<file path="src/rtl/execute.sv">
// rtl/execute.sv - memory access type shared by the CPU side and the bus splitter
package execute;

  typedef enum logic [3:0] {
    ACCESS_NONE = 4'd0,
    BYTE_READ   = 4'd1,
    HWORD_READ  = 4'd2,
    WORD_READ   = 4'd3,
    DWORD_READ  = 4'd4,
    LINE_READ   = 4'd5,
    BYTE_WRITE  = 4'd6,
    HWORD_WRITE = 4'd7,
    WORD_WRITE  = 4'd8,
    DWORD_WRITE = 4'd9
  } memory_access_t;

endpackage

</file>
<file path="src/rtl/bus_splitter_32.sv">
// rtl/bus_splitter_32.sv - splits 64b/line CPU accesses into 32b beats for the AXI-Lite translator
module bus_splitter_32
  import execute::*;
#(
  parameter int LINE_WORDS = 8
) (
  input  logic                 clock,
  input  logic                 ARESETn,
  input  logic                 up_cycle,
  input  logic [31:0]          up_paddr,
  input  memory_access_t       up_access,
  input  logic [63:0]          up_data_out,
  output logic [3:0][63:0]     up_data_in,
  output logic                 up_ack,
  output logic                 dn_cycle,
  output logic [31:0]          dn_paddr,
  output memory_access_t       dn_access,
  output logic [63:0]          dn_data_out,
  input  logic [3:0][63:0]     dn_data_in,
  input  logic                 dn_ack
);

  localparam int BUF_WORDS = (LINE_WORDS > 8) ? LINE_WORDS : 8;
  localparam int IDX_W     = $clog2(BUF_WORDS);

  typedef enum logic [1:0] {IDLE, BUSY, RESP} state_t;

  state_t                        state;
  logic [IDX_W-1:0]              idx;
  logic [IDX_W-1:0]              last_idx;
  logic [31:0]                   base;
  logic [BUF_WORDS-1:0][31:0]    words;
  memory_access_t                cur_access;
  logic                          hi_half;
  logic [31:0]                   wr_hi;

  logic [31:0]                   req_base;
  logic [IDX_W-1:0]              req_last;
  memory_access_t                req_dn_access;
  logic                          req_valid;
  logic                          req_write;
  logic [IDX_W-1:0]              idx_next;

  logic unused_dn_bits;
  assign unused_dn_bits = ^{dn_data_in[3:1], dn_data_in[0][63:32]};

  assign idx_next = idx + IDX_W'(1);

  // Request decode: beat base address, last beat index and the beat access type.
  always_comb begin
    req_base      = {up_paddr[31:2], 2'b00};
    req_last      = '0;
    req_dn_access = WORD_READ;
    req_valid     = 1'b1;
    req_write     = 1'b0;
    case (up_access)
      BYTE_READ, HWORD_READ, WORD_READ: ;
      DWORD_READ: begin
        req_base = {up_paddr[31:3], 3'b000};
        req_last = IDX_W'(1);
      end
      LINE_READ: begin
        req_base = {up_paddr[31:5], 5'b00000};
        req_last = IDX_W'(LINE_WORDS - 1);
      end
      WORD_WRITE: begin
        req_dn_access = WORD_WRITE;
        req_write     = 1'b1;
      end
      DWORD_WRITE: begin
        req_base      = {up_paddr[31:3], 3'b000};
        req_last      = IDX_W'(1);
        req_dn_access = WORD_WRITE;
        req_write     = 1'b1;
      end
      BYTE_WRITE, HWORD_WRITE: begin
        req_base      = up_paddr;
        req_dn_access = up_access;
        req_write     = 1'b1;
      end
      default: req_valid = 1'b0;
    endcase
  end

  always_ff @(posedge clock) begin
    if (!ARESETn) begin
      state       <= IDLE;
      idx         <= '0;
      last_idx    <= '0;
      base        <= '0;
      words       <= '0;
      cur_access  <= ACCESS_NONE;
      hi_half     <= 1'b0;
      wr_hi       <= '0;
      up_ack      <= 1'b0;
      dn_cycle    <= 1'b0;
      dn_paddr    <= '0;
      dn_access   <= ACCESS_NONE;
      dn_data_out <= '0;
    end else begin
      up_ack <= 1'b0;
      case (state)
        IDLE: begin
          if (up_cycle) begin
            words      <= '0;
            cur_access <= up_access;
            hi_half    <= up_paddr[2];
            idx        <= '0;
            base       <= req_base;
            last_idx   <= req_last;
            wr_hi      <= req_write ? up_data_out[63:32] : 32'h0;
            if (req_valid) begin
              state       <= BUSY;
              dn_cycle    <= 1'b1;
              dn_paddr    <= req_base;
              dn_access   <= req_dn_access;
              dn_data_out <= req_write ? {32'h0, up_data_out[31:0]} : 64'h0;
            end else begin
              state  <= RESP;
              up_ack <= 1'b1;
            end
          end
        end
        BUSY: begin
          if (dn_cycle && dn_ack) begin
            if (dn_access == WORD_READ)
              words[idx] <= dn_data_in[0][31:0];
            if (idx != last_idx) begin
              // Only a DWORD write has a second beat with data; it carries the high half.
              idx         <= idx_next;
              dn_paddr    <= base + {{(30 - IDX_W){1'b0}}, idx_next, 2'b00};
              dn_data_out <= {32'h0, wr_hi};
            end else begin
              dn_cycle <= 1'b0;
              state    <= RESP;
              up_ack   <= 1'b1;
            end
          end
        end
        RESP:    state <= IDLE;
        default: state <= IDLE;
      endcase
    end
  end

  // Read data is assembled from the word buffer so it stays valid until the next request.
  always_comb begin
    up_data_in = '0;
    case (cur_access)
      LINE_READ: begin
        for (int i = 0; i < 4; i++)
          up_data_in[i] = {words[2*i+1], words[2*i]};
      end
      DWORD_READ: up_data_in[0] = {words[1], words[0]};
      BYTE_READ, HWORD_READ, WORD_READ:
        up_data_in[0] = hi_half ? {words[0], 32'h0} : {32'h0, words[0]};
      default: ;
    endcase
  end

endmodule

</file>
<file path="config.mk">
export PLATFORM = sky130hd
export DESIGN_NAME = bus_splitter_32
export DESIGN_NICKNAME = d
export VERILOG_FILES = /design/src/rtl/execute.sv /design/src/rtl/bus_splitter_32.sv
export SDC_FILE = /design/constraint.sdc
export NUM_CORES = 1
export LEC_CHECK = 0
export BUFFER_PORTS_ARGS = -buffer_cell sky130_fd_sc_hd__buf_4
export CAP_MARGIN = 20
export CORE_AREA = 2 2 281 283
export DETAILED_ROUTE_END_ITERATION = 7
export DIE_AREA = 0 0 283 285
export PLACE_DENSITY = 0.52
export SLEW_MARGIN = 10
export SYNTH_ARGS = -nofsm -noshare
export SYNTH_HDL_FRONTEND = slang
export SYNTH_SLANG_ARGS = --single-unit
</file>
<file path="constraint.sdc">
create_clock -name clock -period 2.65 [get_ports clock]
set_clock_uncertainty 0.05 [all_clocks]
set_input_delay 0.265 -clock clock [delete_from_list [all_inputs] [get_ports clock]]
set_output_delay 0.265 -clock clock [all_outputs]
set_load 0.02 [all_outputs]
</file>
==> impl_metrics.py, run 1 <==
metrics = {
    "placed_design": {
        "gp_congestion": 0.790,
        "port_buffers": 461,
        "place_ws_ps": -88.8,
        "place_hpwl_um": 50800,
    },
    "logic_synthesis": {
        "yosys.cell_types.count": 68,
        "synth_most_common_cell": "dfxtp_1",
        "yosys_warnings": 0,
        "synthArstFlopShare": 0,
        "synth_area_per_cell_um2": 8.58,
        "yosysSeqAreaShare": 0.456,
        "synth_edf_count": 0,
        "ys.flop_type": "dfxtp_1",
        "synthesis.area_mm2": 0.0176,
        "syn_inst": 2056,
        "yosys.area.top_type_share": 0.456,
        "synth_area_leader_cell": "dfxtp_1",
        "synth.area.top_cells": "dfxtp_1, a22oi_1, and3_1",
        "yosys-top-cells-count": "dfxtp_1, nor2_1, a22oi_1, and3_1, clkbuf_1",
        "ys_ff_latch": 402,
    },
    "detailed_routing": {
        "drt-initial-drc-count": 1343,
        "viasPerCell": 4.91,
        "drtPass1Iterations": 7,
        "via_count": 17800,
        "antenna_left": 0,
        "post_drt_wl_per_cell_um": 21.3,
        "drt-total-wl_um": 77200,
        "drc_errors": 0,
    },
    "timing": {
        "slew_headroom": 0.316,
        "tightest_slew_ps": 1030,
        "hold_viol": 0,
        "finalCritPeriodShare": 0.971,
        "rsz0062_at_grt": "no",
        "finalCriticalPeriod_ps": 2570,
        "setup_ws_ps": 77.0,
        "fmax_mhz": 389,
        "drv_slew": 0,
        "finalSetupViolCount": 0,
        "hold_slack_ps": 37.6,
    },
    "grt": {
        "grt_pass1_vias": 16800,
        "antenna_found_initial": 5,
        "grt_pass1_wl_um": 113000,
        "grt_max_degree": 194,
        "grt.total_usage": 0.180,
        "overflow": 0,
    },
    "power_and_ir_drop": {
        "p_clk_frac": 0.474,
        "vdd_ir_drop_max_mv": 0.494,
        "seqPwrFrac": 0.399,
        "netSwitchingPower_uw": 4300,
        "power.leakage_uw": 0.0106,
        "swShare": 0.273,
        "power_density_mw_per_mm2": 620,
        "combPwrFrac": 0.127,
        "intPower_uw": 11500,
    },
    "layout": {
        "fillCellCount": 8193,
        "drive_above_1_share": 0.277,
        "area_growth_pct": 44.2,
        "final_core_util": 0.326,
        "final_nets": 2894,
        "register_area_mm2": 0.00805,
        "multi_input_area_mm2": 0.00866,
    },
    "setup_path": {
        "path_class": "flip-flop to flip-flop",
        "cp-end-kind": "flip-flop",
        "cp-startpoint": "idx[1]",
        "worstPathRequired_ps": 3060,
        "ff2ff_setup_slack_ps": 80,
        "worstReg2RegStart": "idx[1]",
        "cp-endpoint": "dn_paddr[20]",
        "cp-start-kind": "flip-flop",
        "worstPathArrival_ps": 2980,
        "cp_max_fo": 5,
        "worstReg2RegEnd": "dn_paddr[20]",
        "r2r_cells": 10,
    },
    "clocking": {
        "cts_tree": "yes",
        "cts_inserted_buffers": 49,
        "clockRootBuffer": "clkbuf_16",
        "clock-sinks": 402,
        "clock_path_buffers": 3,
        "htreeDepth": 2,
        "clk_pin_slew_ps": 60,
        "worstSkewPairLatency_ps": 600,
    },
    "outcome": {
        "status": "complete, no violations",
    },
    "die": {
        "dieArea_mm2": 0.0807,
        "die_w_um": 283,
        "ios": 718,
        "row_count": 103,
        "initial_core_util": 0.226,
        "core_area_mm2": 0.0780,
        "die_h_um": 285,
    },
    "run": {
        "cap_violations": 0,
    },
    "min_path": {
        "whs_path_depth": 3,
        "hp-class": "primary input to flip-flop",
    },
}
## critical path, cell delays in order, from the launching register on
cell and delay (ps):
dfxtp_1 380, ha_4 160, xor2_1 240, ha_1 320, nor2b_1 160, buf_4 150, o21ai_2 230, buf_4 190
nor4_1 40, or3_1 320, a32o_1 210
## power by group through the flow
stage,clock (µW),combinational [µW],sequential [µW]
after CTS,7670,1980,6290
after detailed placement,0,1820,6420
after global placement,0,1830,6420
after global routing,7910,2130,6310
final,7480,2000,6300
after floorplan,0,916,6500
## cells by family after synthesis
kind of cell,after synthesis,share of synthesized area
simple gates,760,0.209
fa+ha+maj,5,0.00397
buf+inv,281,0.0719
mux,4,0.00227
flops,402,0.456
other cells,1,0.000213
compound gates,589,0.249
xor+xnor,14,0.00695
## per-layer routing
layer,wire (µm),track usage,share of wire,vias up
li1,-,-,-,8320
met1,35700,0.252,0.46,8594
met2,32700,0.267,0.42,755
met3,6730,0.0506,0.087,111
met4,2110,0.0532,0.027,2
met5,7,0,0.000091,-
## final cells by class
type	instances	share of cell area
antenna	2	0.000197
clock buffer	64	0.0548
clock inverter	26	0.0156
inverter	12	0.00207
multi-input combinational	1404	0.341
sequential	402	0.317
tap	1050	0.0517
timing repair buffer	660	0.218
## sequential cells by signal (all words and copies together), names as in the netlist
signal	count
dn_data_out	32
cur_access	4
state	2
dn_cycle	1
hi_half	1
up_ack	1
dn_paddr	32
idx	3
dn_access	4
base	32
wr_hi	32
words	256
last_idx	2
## cell usage in the layout, fill, tap and decap left out, types with 8 or more instances in the layout
| cell | instances |
|---|---|
| a22o_1 | 30 |
| a211oi_2 | 35 |
| buf_4 | 519 |
| inv_1 | 10 |
| or3_1 | 8 |
| or4_1 | 8 |
| and2_1 | 33 |
| dfxtp_1 | 400 |
| a21oi_1 | 93 |
| bufinv_16 | 9 |
| o21ai_0 | 37 |
| conb_1 | 32 |
| a32o_1 | 10 |
| clkinv_2 | 11 |
| nor2_4 | 8 |
| nor2_1 | 315 |
| dlygate4sd3_1 | 118 |
| clkbuf_16 | 51 |
| buf_12 | 21 |
| nor3_1 | 18 |
| a22oi_1 | 320 |
| and3_1 | 199 |
| nand3_1 | 27 |
| clkbuf_8 | 9 |
| o31ai_1 | 9 |
| nand2_1 | 99 |
| nand3_2 | 9 |
| xnor2_1 | 10 |
## worst min-delay path by stage
stage              startpoint  slack [ps]              to
6_report       dn_data_in[29]          40      words[125]
5_1_grt        dn_data_in[30]          10      words[126]
4_1_cts        up_data_out[6]           2  dn_data_out[6]
3_5_place_dp          base[1]         400         base[1]
3_3_place_gp          base[0]         400         base[0]
2_1_floorplan     up_paddr[2]         350         hi_half
## through the flow
step | cell area (µm²) | setup TNS (ps) | power, µW | cells
detailed placement | 22300 | -88.8 | 8250 | 3405
floorplan | 17700 | 0 | 7410 | 2087
global route | 25400 | 0 | 16400 | 3618
finish | 25400 | 0 | 15800 | 3620
global placement | 22300 | -41.8 | 8250 | 3405
CTS | 25300 | 0 | 16000 | 3614
## what timing repair did
item	in CTS	in global routing
gates resized for setup	3	17
setup buffers	1	3
gates cloned	0	1
hold buffers	118	0
pin swaps	2	3
hold endpoints to repair	231	0
setup endpoints to repair	28	111
(Power assumes the default switching activity.)
==> inputs of run 2 (changes only) <==
--- a/config.mk
+++ b/config.mk
@@ -8,6 +8,7 @@
 export BUFFER_PORTS_ARGS = -buffer_cell sky130_fd_sc_hd__buf_4
 export CAP_MARGIN = 20
 export CORE_AREA = 2 2 281 283
+export CTS_CLUSTER_SIZE = 30
 export DETAILED_ROUTE_END_ITERATION = 7
 export DIE_AREA = 0 0 283 285
 export PLACE_DENSITY = 0.52
==> constraint.sdc (replaced) <==
create_clock -name clock -period 2.65 [get_ports clock]
set_clock_uncertainty 0.05 [all_clocks]
set_input_delay 0 -clock clock [delete_from_list [all_inputs] [get_ports clock]]
set_output_delay 0 -clock clock [all_outputs]
set_load 0.02 [all_outputs]
==> run 2 against run 1 <==
  * Largest power group unchanged
  * Wire length rose by 0.59%
  * First-iteration DRC count up 3.8%
  * Die area is the same
  * Largest cell class unchanged
  * Maximum frequency is 2.5% higher
  * Critical path depth down 1
  * Non-clock buffer count rose by 47
  * Register-to-register slack better by 60 ps
  * Sequential cell count is the same
  * Worst setup slack improved by 62 ps
  * Sequential share of layout area fell by 0.16 points
  * Clock power down 11%
  * Worst hold slack improved by 110 ps
==> impl_metrics.py, run 2 (synthesized netlist as in run 1, its figures left out) <==
metrics = {
    "grt": {
        "grt_max_degree": 175,
        "grt_pass1_wl_um": 114000,
        "grt.total_usage": 0.183,
        "overflow": 0,
        "antenna_found_initial": 6,
        "grt_pass1_vias": 16900,
    },
    "clocking": {
        "worstSkewPairLatency_ps": 590,
        "htreeDepth": 2,
        "clk_pin_slew_ps": 60,
        "cts_inserted_buffers": 48,
        "clock_path_buffers": 3,
        "cts_tree": "yes",
        "clockRootBuffer": "clkbuf_16",
        "clock-sinks": 402,
    },
    "power_and_ir_drop": {
        "vdd_ir_drop_max_mv": 0.532,
        "power.leakage_uw": 0.0106,
        "total_power_uw": 15000,
        "power_density_mw_per_mm2": 588,
    },
    "detailed_routing": {
        "post_drt_wl_per_cell_um": 21.2,
        "drt-initial-drc-count": 1394,
        "drt-total-wl_um": 77700,
        "drc_errors": 0,
        "drtPass1Iterations": 5,
        "antenna_left": 0,
        "viasPerCell": 4.84,
        "via_count": 17700,
    },
    "timing": {
        "rsz0062_at_grt": "no",
        "finalCritPeriodShare": 0.948,
        "slew_headroom": 0.441,
        "setup_ws_ps": 139,
        "finalSetupViolCount": 0,
        "tns_ps": 0,
        "fmax_mhz": 398,
        "hold_slack_ps": 144,
        "tightest_slew_ps": 839,
        "finalCriticalPeriod_ps": 2510,
        "hold_viol": 0,
        "drv_slew": 0,
    },
    "setup_path": {
        "worstReg2RegStart": "idx[0]",
        "path_class": "flip-flop to flip-flop",
        "cp-startpoint": "idx[0]",
        "cp-start-kind": "flip-flop",
        "cp_max_fo": 14,
        "r2r_cells": 9,
        "worstPathArrival_ps": 2910,
        "worstPathRequired_ps": 3040,
        "cp-end-kind": "flip-flop",
    },
    "min_path": {
        "hp-start": "up_data_out[42]",
        "whs_path_depth": 4,
        "hp-class": "primary input to flip-flop",
    },
    "layout": {
        "largest_reg_flops": 256,
        "regMostFlops": "words",
        "final_nets": 2940,
        "multi_input_area_mm2": 0.00863,
        "drive_above_1_share": 0.267,
        "final_core_util": 0.328,
        "layout_commonest_cell": "buf_4",
        "area_growth_pct": 44.9,
        "fillCellCount": 8194,
        "register_area_mm2": 0.00805,
        "final_cell_mix": "buf_4, dfxtp_1, a22oi_1",
    },
    "die": {
        "ios": 718,
        "row_count": 103,
        "die_w_um": 283,
        "initial_core_util": 0.226,
        "die_h_um": 285,
        "dieArea_mm2": 0.0807,
        "core_area_mm2": 0.0780,
    },
    "outcome": {
        "status": "complete, no violations",
    },
    "placed_design": {
        "port_buffers": 461,
        "place_hpwl_um": 51400,
        "gp_congestion": 0.805,
        "place_ws_ps": 42.4,
    },
    "run": {
        "cap_violations": 0,
    },
}
[run 2: cell types whose count changed in the layout (fill, tap and decap cells not counted), sizes merged]
| cell | delta |
|---|---|
| inv | -1 |
| buf | +2 |
| bufinv | -7 |
| clkinv | -5 |
| clkbuf | +5 |
| dlygate4sd3 | +46 |
| diode | +3 |
[run 2: worst paths after layout]
check | endpoint | slack [ps]
worst min-delay path | wr_hi[10] | 140
worst min register to register | base[1] | 410
worst max register to register | dn_paddr[27] | 140
worst max-delay path | dn_paddr[27] | 140
[run 2: through the flow]
| step | std cells | cell area (µm²) |
|---|---|---|
| final | 3663 | 25600 |
| after global routing | 3658 | 25500 |
| after CTS | 3657 | 25500 |
| after detailed placement | 3410 | 22300 |
| after global placement | 3410 | 22300 |
| after floorplan | 2087 | 17700 |
[run 2: area by class of cell]
cell class,instances,share of cell area
Multi-Input combinational cell,1404,0.338
Sequential cell,402,0.315
Timing Repair Buffer,707,0.233
Clock buffer,70,0.0550
Tap cell,1050,0.0514
Clock inverter,13,0.00578
Inverter,12,0.00206
Antenna cell,5,0.000490
[run 2: critical path, cell delays in order (launching register included)]
cell     delay, ps
dfxtp_1        310
ha_1           240
xor2_2         190
ha_4           300
a21oi_2         90
a21o_1         230
buf_12         150
or4_1          530
a21oi_1        170
o41ai_1         90
[run 2: repair_timing]
item,CTS,global route
buffers inserted,0,1
hold buffers,164,0
hold endpoints to repair,400,0
gates resized for setup,0,8
setup endpoints to repair,0,13
[run 2: metal layers]
| layer | vias to the layer above | global-route usage | part of all wire |
|---|---|---|---|
| met5 | - | 0 | 0.000090 |
| met3 | 104 | 0.0504 | 0.080 |
| met2 | 655 | 0.276 | 0.43 |
| met1 | 8590 | 0.253 | 0.47 |
| li1 | 8392 | - | - |
| met4 | 2 | 0.0544 | 0.027 |
[run 2: report_power, final]
group          switching [µW]  internal (µW)
Combinational            1310            726
Clock                    2800           3870
Sequential                119           6180
==> inputs of run 3 (changes only) <==
--- a/config.mk
+++ b/config.mk
@@ -7,11 +7,11 @@
 export LEC_CHECK = 0
 export BUFFER_PORTS_ARGS = -buffer_cell sky130_fd_sc_hd__buf_4
 export CAP_MARGIN = 20
-export CORE_AREA = 2 2 281 283
+export CORE_AREA = 2 2 282 284
 export CTS_CLUSTER_SIZE = 30
 export DETAILED_ROUTE_END_ITERATION = 7
-export DIE_AREA = 0 0 283 285
-export PLACE_DENSITY = 0.52
+export DIE_AREA = 0 0 284 286
+export PLACE_DENSITY = 0.51
 export SLEW_MARGIN = 10
 export SYNTH_ARGS = -nofsm -noshare
 export SYNTH_HDL_FRONTEND = slang
==> constraint.sdc (replaced) <==
create_clock -name clock -period 2.4 [get_ports clock]
set_clock_uncertainty 0.05 [all_clocks]
set_input_delay 0 -clock clock [delete_from_list [all_inputs] [get_ports clock]]
set_output_delay 0 -clock clock [all_outputs]
set_load 0.02 [all_outputs]
==> run 3 against run 2 <==
  * Maximum frequency is 5.3% higher
  * First-iteration DRC count is 5.7% higher
  * Sequential power is 10% higher
  * Critical path type unchanged
  * Largest cell class unchanged
==> impl_metrics.py, run 3 (synthesized netlist as in run 1, its figures left out) <==
metrics = {
    "detailed_routing": {
        "post_drt_wl_per_cell_um": 21.7,
        "drt-initial-drc-count": 1473,
        "drtPass1Iterations": 7,
        "via_count": 18200,
        "drt-total-wl_um": 79300,
        "viasPerCell": 4.99,
        "antenna_left": 0,
        "drc_errors": 0,
    },
    "clocking": {
        "htreeDepth": 2,
        "cts_inserted_buffers": 49,
        "cts_tree": "yes",
        "clock_path_buffers": 3,
        "clockRootBuffer": "clkbuf_16",
        "worstSkewPairLatency_ps": 590,
        "clk_pin_slew_ps": 60,
        "clock-sinks": 402,
    },
    "setup_path": {
        "r2r_cells": 9,
        "path_buf_inv": 2,
        "cp_max_fo": 6,
        "crit_path_top_delay_cell": "fa_2",
        "critPathMaxStageDelay_ps": 380,
        "worstReg2RegEnd": "dn_paddr[20]",
        "worstPathArrival_ps": 2810,
        "cp-start-kind": "flip-flop",
        "worstPathRequired_ps": 2820,
        "crit_family": "adder cells",
        "worstPathCellList": "ha_4 > inv_2 > fa_2 > nor2b_4 > buf_6 > o21ai_4 > o31a_1 > or3_1 > a32o_1",
        "cp.depth": 9,
        "ff2ff_setup_slack_ps": 20,
        "cp-end-kind": "flip-flop",
        "path_class": "flip-flop to flip-flop",
        "worstReg2RegStart": "idx[0]",
    },
    "timing": {
        "finalCritPeriodShare": 0.994,
        "fmax_mhz": 419,
        "slew_headroom": 0.336,
        "rsz0062_at_grt": "yes",
        "setup_ws_ps": 15.1,
        "hold_viol": 0,
        "finalSetupViolCount": 0,
        "drv_slew": 0,
        "tightest_slew_ps": 997,
        "finalCriticalPeriod_ps": 2380,
    },
    "min_path": {
        "whs_path_depth": 4,
        "hp-start": "up_data_out[35]",
        "holdPathEnd": "wr_hi[3]",
        "hp-class": "primary input to flip-flop",
    },
    "die": {
        "ios": 718,
        "die_w_um": 284,
        "row_count": 103,
        "die_h_um": 286,
        "dieArea_mm2": 0.0812,
        "core_area_mm2": 0.0784,
        "initial_core_util": 0.225,
    },
    "power_and_ir_drop": {
        "power_density_mw_per_mm2": 648,
        "total_power_uw": 16600,
        "power.leakage_uw": 0.0106,
        "vdd_ir_drop_max_mv": 0.478,
    },
    "layout": {
        "area_growth_pct": 45.4,
        "drive_above_1_share": 0.279,
        "final_cell_mix": "buf_4, dfxtp_1, a22oi_1",
        "final_core_util": 0.327,
        "stdcell_count": 3652,
        "fillCellCount": 8198,
        "final_nets": 2927,
        "regMostFlops": "words",
        "largest_reg_flops": 256,
        "layout_commonest_cell": "buf_4",
    },
    "run": {
        "cap_violations": 0,
    },
    "grt": {
        "grt_max_degree": 194,
        "antenna_found_initial": 9,
        "grt_pass1_vias": 17800,
        "overflow": 0,
        "grt_pass1_wl_um": 117000,
        "grt.total_usage": 0.185,
    },
    "placed_design": {
        "port_buffers": 461,
        "place_hpwl_um": 53100,
        "place_ws_ps": -89.4,
        "place_inst": 3415,
        "gp_congestion": 0.829,
    },
    "outcome": {
        "status": "complete, no violations",
    },
}
[run 3: cell types whose count changed in the layout (fill, tap and decap cells not counted), sizes merged]
cell         previous run  this run
dlygate4sd3           164       142
buf                   543       551
clkinv                  8        13
diode                   5         3
bufinv                  2         3
inv                    14        13
[run 3: worst max-delay path by stage]
| stage | start | to | slack, ps |
|---|---|---|---|
| floorplan | idx[1] | dn_paddr[20] | -60 |
| global placement | idx[0] | dn_paddr[20] | -90 |
| detailed placement | idx[0] | dn_paddr[22] | -90 |
| CTS | idx[1] | dn_paddr[20] | -20 |
| global route | idx[0] | dn_paddr[24] | -50 |
| finish | idx[0] | dn_paddr[20] | 20 |
[run 3: layout make-up]
class	count	area (µm²)	area share
Clock inverter	18	201	0.00786
Antenna cell	3	7.51	0.000293
Timing Repair Buffer	693	5880	0.229
Clock buffer	70	1380	0.0536
Sequential cell	402	8060	0.314
Tap cell	1050	1310	0.0512
Multi-Input combinational cell	1404	8760	0.342
Inverter	12	55.1	0.00215
[run 3: metrics by stage]
stage	instance area, µm²	TNS, ps	hold WS (ps)
after floorplan	17800	-57.0	86.0
after global placement	22300	-734	185
after detailed placement	22300	-852	194
after CTS	25500	-23.0	93.8
after global routing	25600	-154	139
final	25600	0	141
[run 3: power by group]
group / switching, µW / internal, µW
sequential: 132 / 6830
combinational: 1450 / 792
clock: 3100 / 4310
[run 3: what timing repair did]
action / 4_1_cts / 5_1_grt
hold buffers: 142 / 0
setup buffers: 1 / 1
gates cloned: 2 / 0
pin swaps: 20 / 14
gates resized for setup: 33 / 24
endpoints found under the hold margin: 401 / 0
setup endpoints to repair: 74 / 96
[run 3: tightest hold or removal path, cell delays in order]
cell	delay (ps)
dlygate4sd3_1	520
buf_4	100
a22oi_1	50
nor2_1	70
[run 3: per-layer routing]
layer  wire length, µm  part of all wire  GRT usage
met1             35900              0.45      0.252
met2             34400              0.43      0.283
met3              6650             0.084     0.0515
met4              2320             0.029     0.0592
met5                42           0.00053          0
